==> config.mk <==
export PLATFORM = sky130hd
export DESIGN_NAME = bcd_split_2digit
export DESIGN_NICKNAME = d
export VERILOG_FILES = /design/src/rtl/bcd_pkg.sv /design/src/rtl/bcd_add3.sv /design/src/rtl/bcd_split_2digit.sv
export SDC_FILE = /design/constraint.sdc
export NUM_CORES = 1
export LEC_CHECK = 0
export CORE_UTILIZATION = 58
export CTS_BUF_LIST = sky130_fd_sc_hd__clkbuf_16
export CTS_CLUSTER_DIAMETER = 120
export CTS_CLUSTER_SIZE = 40
export DETAILED_ROUTE_END_ITERATION = 7
export PLACE_DENSITY_LB_ADDON = 0.08
export SYNTH_ARGS = -nofsm -noshare
export SYNTH_HDL_FRONTEND = slang
export SYNTH_SLANG_ARGS = --single-unit
==> constraint.sdc <==
create_clock -name clk -period 4.8 [get_ports clk]
set_clock_uncertainty 0.1 [all_clocks]
set_input_delay 0.96 -clock clk [delete_from_list [all_inputs] [get_ports clk]]
set_output_delay 0.96 -clock clk [all_outputs]
set_load 0.02 [all_outputs]
==> src/rtl/bcd_pkg.sv <==
// Shared definitions for the binary-to-BCD display path: FSM encoding and
// the double-dabble adjust constants.
package bcd_pkg;

  typedef enum logic [1:0] {
    ST_IDLE  = 2'b00,
    ST_SHIFT = 2'b01,
    ST_DONE  = 2'b10
  } bcd_state_t;

  localparam logic [3:0] BCD_ADJ_THRESH = 4'd5;
  localparam logic [3:0] BCD_ADJ_ADD    = 4'd3;
  localparam logic [6:0] BCD_MAX_2DIGIT = 7'd99;
  localparam logic [3:0] BCD_SAT_DIGIT  = 4'd9;
  localparam logic [2:0] BCD_BIT_COUNT  = 3'd7;

endpackage

==> src/rtl/bcd_add3.sv <==
// Double-dabble nibble adjust: values 5..9 get +3 so the following left
// shift carries correctly into the next decimal digit.
module bcd_add3
  import bcd_pkg::*;
(
  input  logic [3:0] nib,
  output logic [3:0] adj
);

  // Conditional +3; inputs are at most 9, so the sum never leaves the nibble.
  always_comb begin
    adj = nib;
    if (nib >= BCD_ADJ_THRESH) begin
      adj = nib + BCD_ADJ_ADD;
    end else begin
      adj = nib;
    end
  end

endmodule

==> src/rtl/bcd_split_2digit.sv <==
// Sequential 7-bit binary to two-digit BCD converter (one bit per clock)
// with valid/ready handshakes and saturation to 99 on overflow.
module bcd_split_2digit
  import bcd_pkg::*;
#(
  parameter int IN_WIDTH = 7
) (
  input  logic                clk,
  input  logic                reset_n,
  input  logic                in_valid,
  output logic                in_ready,
  input  logic [IN_WIDTH-1:0] in_value,
  output logic                out_valid,
  input  logic                out_ready,
  output logic [3:0]          tens,
  output logic [3:0]          ones,
  output logic                overflow
);

  bcd_state_t          state_r;
  logic [2:0]          cnt_r;
  logic [IN_WIDTH-1:0] shreg_r;
  logic [11:0]         acc_r;
  logic [3:0]          tens_r;
  logic [3:0]          ones_r;
  logic                ovf_r;

  logic [11:0]         adj_s;
  logic [11:0]         acc_next_s;
  logic [IN_WIDTH-1:0] shreg_next_s;

  bcd_add3 u_adj_hund (.nib(acc_r[11:8]), .adj(adj_s[11:8]));
  bcd_add3 u_adj_tens (.nib(acc_r[7:4]),  .adj(adj_s[7:4]));
  bcd_add3 u_adj_ones (.nib(acc_r[3:0]),  .adj(adj_s[3:0]));

  // Shift {adjusted accumulator, shift register} left by one bit.
  always_comb begin
    acc_next_s   = {adj_s[10:0], shreg_r[IN_WIDTH-1]};
    shreg_next_s = {shreg_r[IN_WIDTH-2:0], 1'b0};
  end

  // Handshake FSM, bit counter, datapath and result registers.
  always_ff @(posedge clk or negedge reset_n) begin
    if (!reset_n) begin
      state_r <= ST_IDLE;
      cnt_r   <= 3'd0;
      shreg_r <= '0;
      acc_r   <= 12'd0;
      tens_r  <= 4'd0;
      ones_r  <= 4'd0;
      ovf_r   <= 1'b0;
    end else begin
      case (state_r)
        ST_IDLE: begin
          if (in_valid) begin
            shreg_r <= in_value;
            acc_r   <= 12'd0;
            cnt_r   <= BCD_BIT_COUNT;
            state_r <= ST_SHIFT;
          end else begin
            state_r <= ST_IDLE;
          end
        end
        ST_SHIFT: begin
          acc_r   <= acc_next_s;
          shreg_r <= shreg_next_s;
          cnt_r   <= cnt_r - 3'd1;
          if (cnt_r == 3'd1) begin
            state_r <= ST_DONE;
            // A non-zero hundreds digit means the value exceeds 99.
            if (acc_next_s[11:8] != 4'd0) begin
              ovf_r  <= 1'b1;
              tens_r <= BCD_SAT_DIGIT;
              ones_r <= BCD_SAT_DIGIT;
            end else begin
              ovf_r  <= 1'b0;
              tens_r <= acc_next_s[7:4];
              ones_r <= acc_next_s[3:0];
            end
          end else begin
            state_r <= ST_SHIFT;
          end
        end
        ST_DONE: begin
          if (out_ready) begin
            state_r <= ST_IDLE;
          end else begin
            state_r <= ST_DONE;
          end
        end
        default: begin
          state_r <= ST_IDLE;
          cnt_r   <= 3'd0;
        end
      endcase
    end
  end

  assign in_ready  = (state_r == ST_IDLE);
  assign out_valid = (state_r == ST_DONE);
  assign tens      = tens_r;
  assign ones      = ones_r;
  assign overflow  = ovf_r;

endmodule
==> Word level (Yosys, flattened, before mapping) <==
Cells that the tools add are included.
{ "totals": {"input_bits": 11, "reg_bits": 33, "wordCells": 41, "out_inout_bits": 11} }
{ "classes": {"bitwise_logic": 1, "n_reduce_logical": 6, "magnitude_cmp": 3, "n_addsub": 4, "n_eq_ne": 4, "n_mux": 16} }
{ "ops": {"columns": ["operator", "count"], "rows": [
  ["12-bit case mux with 2 select lines", 1],
  ["4-bit two-way mux", 4],
  ["7-bit case mux with 2 select lines", 1],
  ["4-bit by 3-bit >= comparator with 1-bit output, second input constant", 3],
  ["12-bit two-way mux", 1],
  ["3-bit case mux with 3 select lines", 1],
  ["4-bit by 2-bit adder with 4-bit output, second input constant", 2],
  ["7-bit two-way mux", 1],
  ["3-bit two-way mux", 2],
  ["2-bit case mux with 3 select lines", 1],
  ["2-bit AND reduction", 3],
  ["2-bit two-way mux", 2],
  ["4-bit nonzero test", 1],
  ["3-bit by 2-bit adder with 3-bit output, second input constant", 1],
  ["3-bit by 1-bit equality test with 1-bit output, second input constant", 1],
  ["3-bit by 1-bit subtractor with 3-bit output, second input constant", 1],
  ["2-bit by 1-bit equality test with 1-bit output, second input constant", 1],
  ["2-bit equality test, second input constant", 1],
  ["2-bit zero test", 1],
  ["1-bit two-way mux", 2],
  ["2-bit inequality test, second input constant", 1],
  ["2-bit nonzero test", 1],
  ["1-bit inverter", 1]
]} }

==> Depth between registers and ports, before layout <==
{ "depth": {"word_depth": 4, "ltp_mapped": 7, "depth_no_buf": 6} }

==> By module <==
A second synthesis with hierarchy kept.
{ "unflattened": {"cells_unflattened": 156, "area_unflattened_um2": 1684.1} }
{ "by_module_without_submodules": {"columns": ["module", "instances", "area_each_um2", "seq_area_each_um2", "cells_per_inst"], "rows": [
  ["bcd_split_2digit", 1, 1380.1, 825.8, 108],
  ["bcd_add3", 3, 101.3, 0.0, 16]
]} }

==> Worst setup path after synthesis <==
OpenSTA, ideal clock, no wires.
{ "synth_path": {"kind": "input to register", "startpoint": "in in_valid", "endpoint": "reg cnt_r[0]", "n_path_buf": 1, "required_time_ns": 4.561, "path_stages": 3, "setup_slack_ns": 2.841, "setup_time_ns": 0.139, "t_arrival_ns": 1.720, "cell_sequence": "o21bai_1 clkbuf_1 mux2i_1"} }
{ "synth_between": {"elab_chain_cells": 2} }
{ "synth_lines": {"columns": ["item", "line", "source"], "rows": [
  ["from (decl)", "bcd_split_2digit.sv:10", "input logic in_valid,"],
  ["2-bit inequality test (no source line)", null, null],
  ["2-bit AND reduction (no source line)", null, null],
  ["to (signal assigned)", "bcd_split_2digit.sv:67", "cnt_r <= cnt_r - 3'd1;"],
  ["to (decl)", "bcd_split_2digit.sv:21", "logic [2:0] cnt_r;"]
]} }
Every way passes these cells.
A chain may end at the register's enable or synchronous reset.

==> Worst setup path in the final report <==
{ "layout_path": {"startpoint": "reg state_r[0]", "endpoint": "out out_valid"} }
{ "layout_between": {"elab_chain_cells": 1} }
{ "layout_lines": {"columns": ["item", "line", "source"], "rows": [
  ["from (decl)", "bcd_split_2digit.sv:20", "bcd_state_t state_r;"],
  ["from (signal assigned)", "bcd_split_2digit.sv:45", "state_r <= ST_IDLE;"],
  ["from (signal assigned)", "bcd_split_2digit.sv:59", "state_r <= ST_SHIFT;"],
  ["from (signal assigned)", "bcd_split_2digit.sv:61", "state_r <= ST_IDLE;"],
  ["2-bit equality test", "bcd_split_2digit.sv:100", "assign out_valid = (state_r == ST_DONE);"],
  ["to (decl)", "bcd_split_2digit.sv:13", "output logic out_valid,"]
]} }
Every way passes these cells.

==> metrics <==
synthesized area per cell 10.3 µm²; clock sink total 33; final worst path period share 56.3%; Mapped Cells 161; CTS tree done; number of H-tree levels 2; area share of the largest cell type after synthesis 50.0%; leakage power 0.912 nW; CORE AREA 2590 µm²; crit end category output pin; ant diodes 0; Critical Path Source Type flop; met2 WL 1.73 mm; initial core utilization 63.8%; Die H 55.4 µm; top layer in use met4; routed len/inst 15.7 µm; FMAX 370 MHz; Clk Latency, worst-skew pair 0.27 ns; Compound-Gate Fraction of Synth Area 17.9%; Primary FF master, synth dfrtp_1; outcome completed; reg2reg end ones[3]; setup violators final 0; Synth Area in Simple Gates 12.6%; DRT met1 WL 1.49 mm; # Max-Cap Violations 0; Critical Path Fanout Max 8; share of cells above drive strength 1 8.65%; Nets 203; TritonCTS Buffers 5; Seq/Total Area, Yosys 50.0%; row count 18; Die X 55.4 µm; critical setup path kind flop to output pin; CTS clk-pin slew, worst paths 0.05 ns; Die ar. 3070 µm²; first-pass iteration count of the detailed router 4; unique cell type count in the Yosys netlist 33; Synthesized Nets 180; count leader, synth dfrtp_1; Vias 1,260; All-Layer GR Usage 24.2%; initial antenna violation count 0; area grow syn2layout 22.0%; Placer Congestion 0.828; Syn Std Cell Area 1650 µm²; met3 WL 130 µm; Hold Fails Final Rpt 0; WP data arrival 1.64 ns; Synth Area in Adders 6.06%; r2r worst-path depth 6; Final Routed Wirelength 3.39 mm; largest area contributor in the netlist dfrtp_1; synth cell count leaders 33 x dfrtp_1, 20 x o21ai_0, 18 x nand2_1; RSZ-0062 raised after global routing no; initial detailed-routing violation count 34; flops & latches, synth 33; Hold Path End shreg_r[3]; dpl ws 2.40 ns; # resized after CTS 0; post-synthesis mux area share 6.74%; Slew Viols, Final 0; maximum vdd ir drop 0.576 mV; pin count of the biggest net entering global routing 34; post-layout instance area 2020 µm²; Root Driver clkbuf_16; post-route ant nets 0; PwrDens 725 nW/µm²; area post-placement 1880 µm²; hold path depth 2; DRC 0; Final WS setup 2.10 ns; Hold Crit Class flop to flop; I/O pins 22; postcts setup bufs 0; CTS Buffer Depth 2; RR Startpoint acc_r[8]; EDFF count, synth 0; Hold Crit Start shreg_r[3]; Synth area leaders dfrtp_1 50%, ha_1 6.1%, mux2i_1 6.1%; # hold bufs at CTS 0; final setup TNS 0 ns; final global-route overflow total 0; total power 1.46 mW; DR vias/cell 5.86; Syn. warnings 0; first-pass GRT wire length 5.67 mm; DP HPWL 2.36 mm; crit path time final 2.70 ns; vias in the first global route 1,263; FFs w/ async S/R, synth 100%; xor and xnor fraction of the mapped netlist area 1.59%; FF-to-FF setup slack 2.42 ns; Slew headroom 43.2%; PortBufs 21; Crit path required time 3.74 ns; main combinational cell family by area after synthesis compound AO/OA/AOI/OAI gates; Tightest Pin Transition 0.828 ns
sequential cells by signal (all words and copies together) (netlist names):
| signal | flops |
|---|---|
| acc_r | 12 |
| ones | 4 |
| tens | 4 |
| state_r | 2 |
| cnt_r | 3 |
| overflow | 1 |
| shreg_r | 7 |
cells by family (layout without fill, tap and decap cells):
group / after synthesis / after routing
AOI/OAI and AO/OA: 46 / 46
xor gates and xnor gates: 3 / 3
adders and majority gates: 8 / 8
buffers and inverters: 19 / 43
DFF: 33 / 33
muxes: 11 / 11
and+or+nand+nor: 41 / 41
worst max-delay path by stage:
| stage | depth (start not counted) | startpoint | endpoint |
|---|---|---|---|
| floorplan | 3 | in_valid | cnt_r[0] |
| global placement | 4 | state_r[0] | out_valid |
| detailed placement | 4 | state_r[0] | out_valid |
| CTS | 4 | state_r[0] | out_valid |
| global route | 4 | state_r[0] | out_valid |
| finish | 4 | state_r[0] | out_valid |
critical path, stage by stage (launching register included):
cell,delay (ns)
dfrtp_1,0.45
inv_1,0.18
nand2_1,0.08
inv_1,0.06
clkdlybuf4s50_1,0.59
power breakdown:
group | switching [mW] | internal [mW] | leakage (nW)
registers | 0.100 | 0.398 | 0.408
clock network | 0.109 | 0.188 | 0.0748
logic | 0.375 | 0.291 | 0.429
layout by cell type, fill, tap and decap left out, types with 2 or more instances in the layout:
cell             instances
dfrtp_1                 33
clkdlybuf4s50_1         21
o21ai_0                 20
nand2_1                 18
inv_1                   13
mux2i_1                 10
ha_1                     8
nor2_1                   7
a21oi_1                  7
a32o_1                   5
clkbuf_16                5
nand2b_1                 4
a31oi_1                  3
a22o_1                   3
xnor2_1                  3
nor3b_1                  2
or3b_2                   2
a41oi_1                  2
nor3_1                   2
clkinv_2                 2
buf_4                    2
metrics by stage:
step	instances	hold WS [ns]	utilization [%]
final	215	0.381	77.8
after detailed placement	207	0.370	72.5
after CTS	215	0.388	77.8
after global placement	207	0.360	72.5
after global routing	215	0.402	77.8
after floorplan	161	0.349	-
cell type report:
cell class | count | area [µm²]
timing repair buffer | 23 | 225
fill | 171 | 574
inverter | 12 | 45.0
clock buffer | 5 | 125
tap | 30 | 37.5
multi-input combinational | 109 | 743
clock inverter | 3 | 13.8
sequential | 33 | 826
layer usage:
layer	GRT usage, %	vias up
met3	6.32	7
met4	8.21	0
met1	28.7	607
met2	42.3	34
li1	-	612
met5	0	-
(Power assumes the default switching activity.)
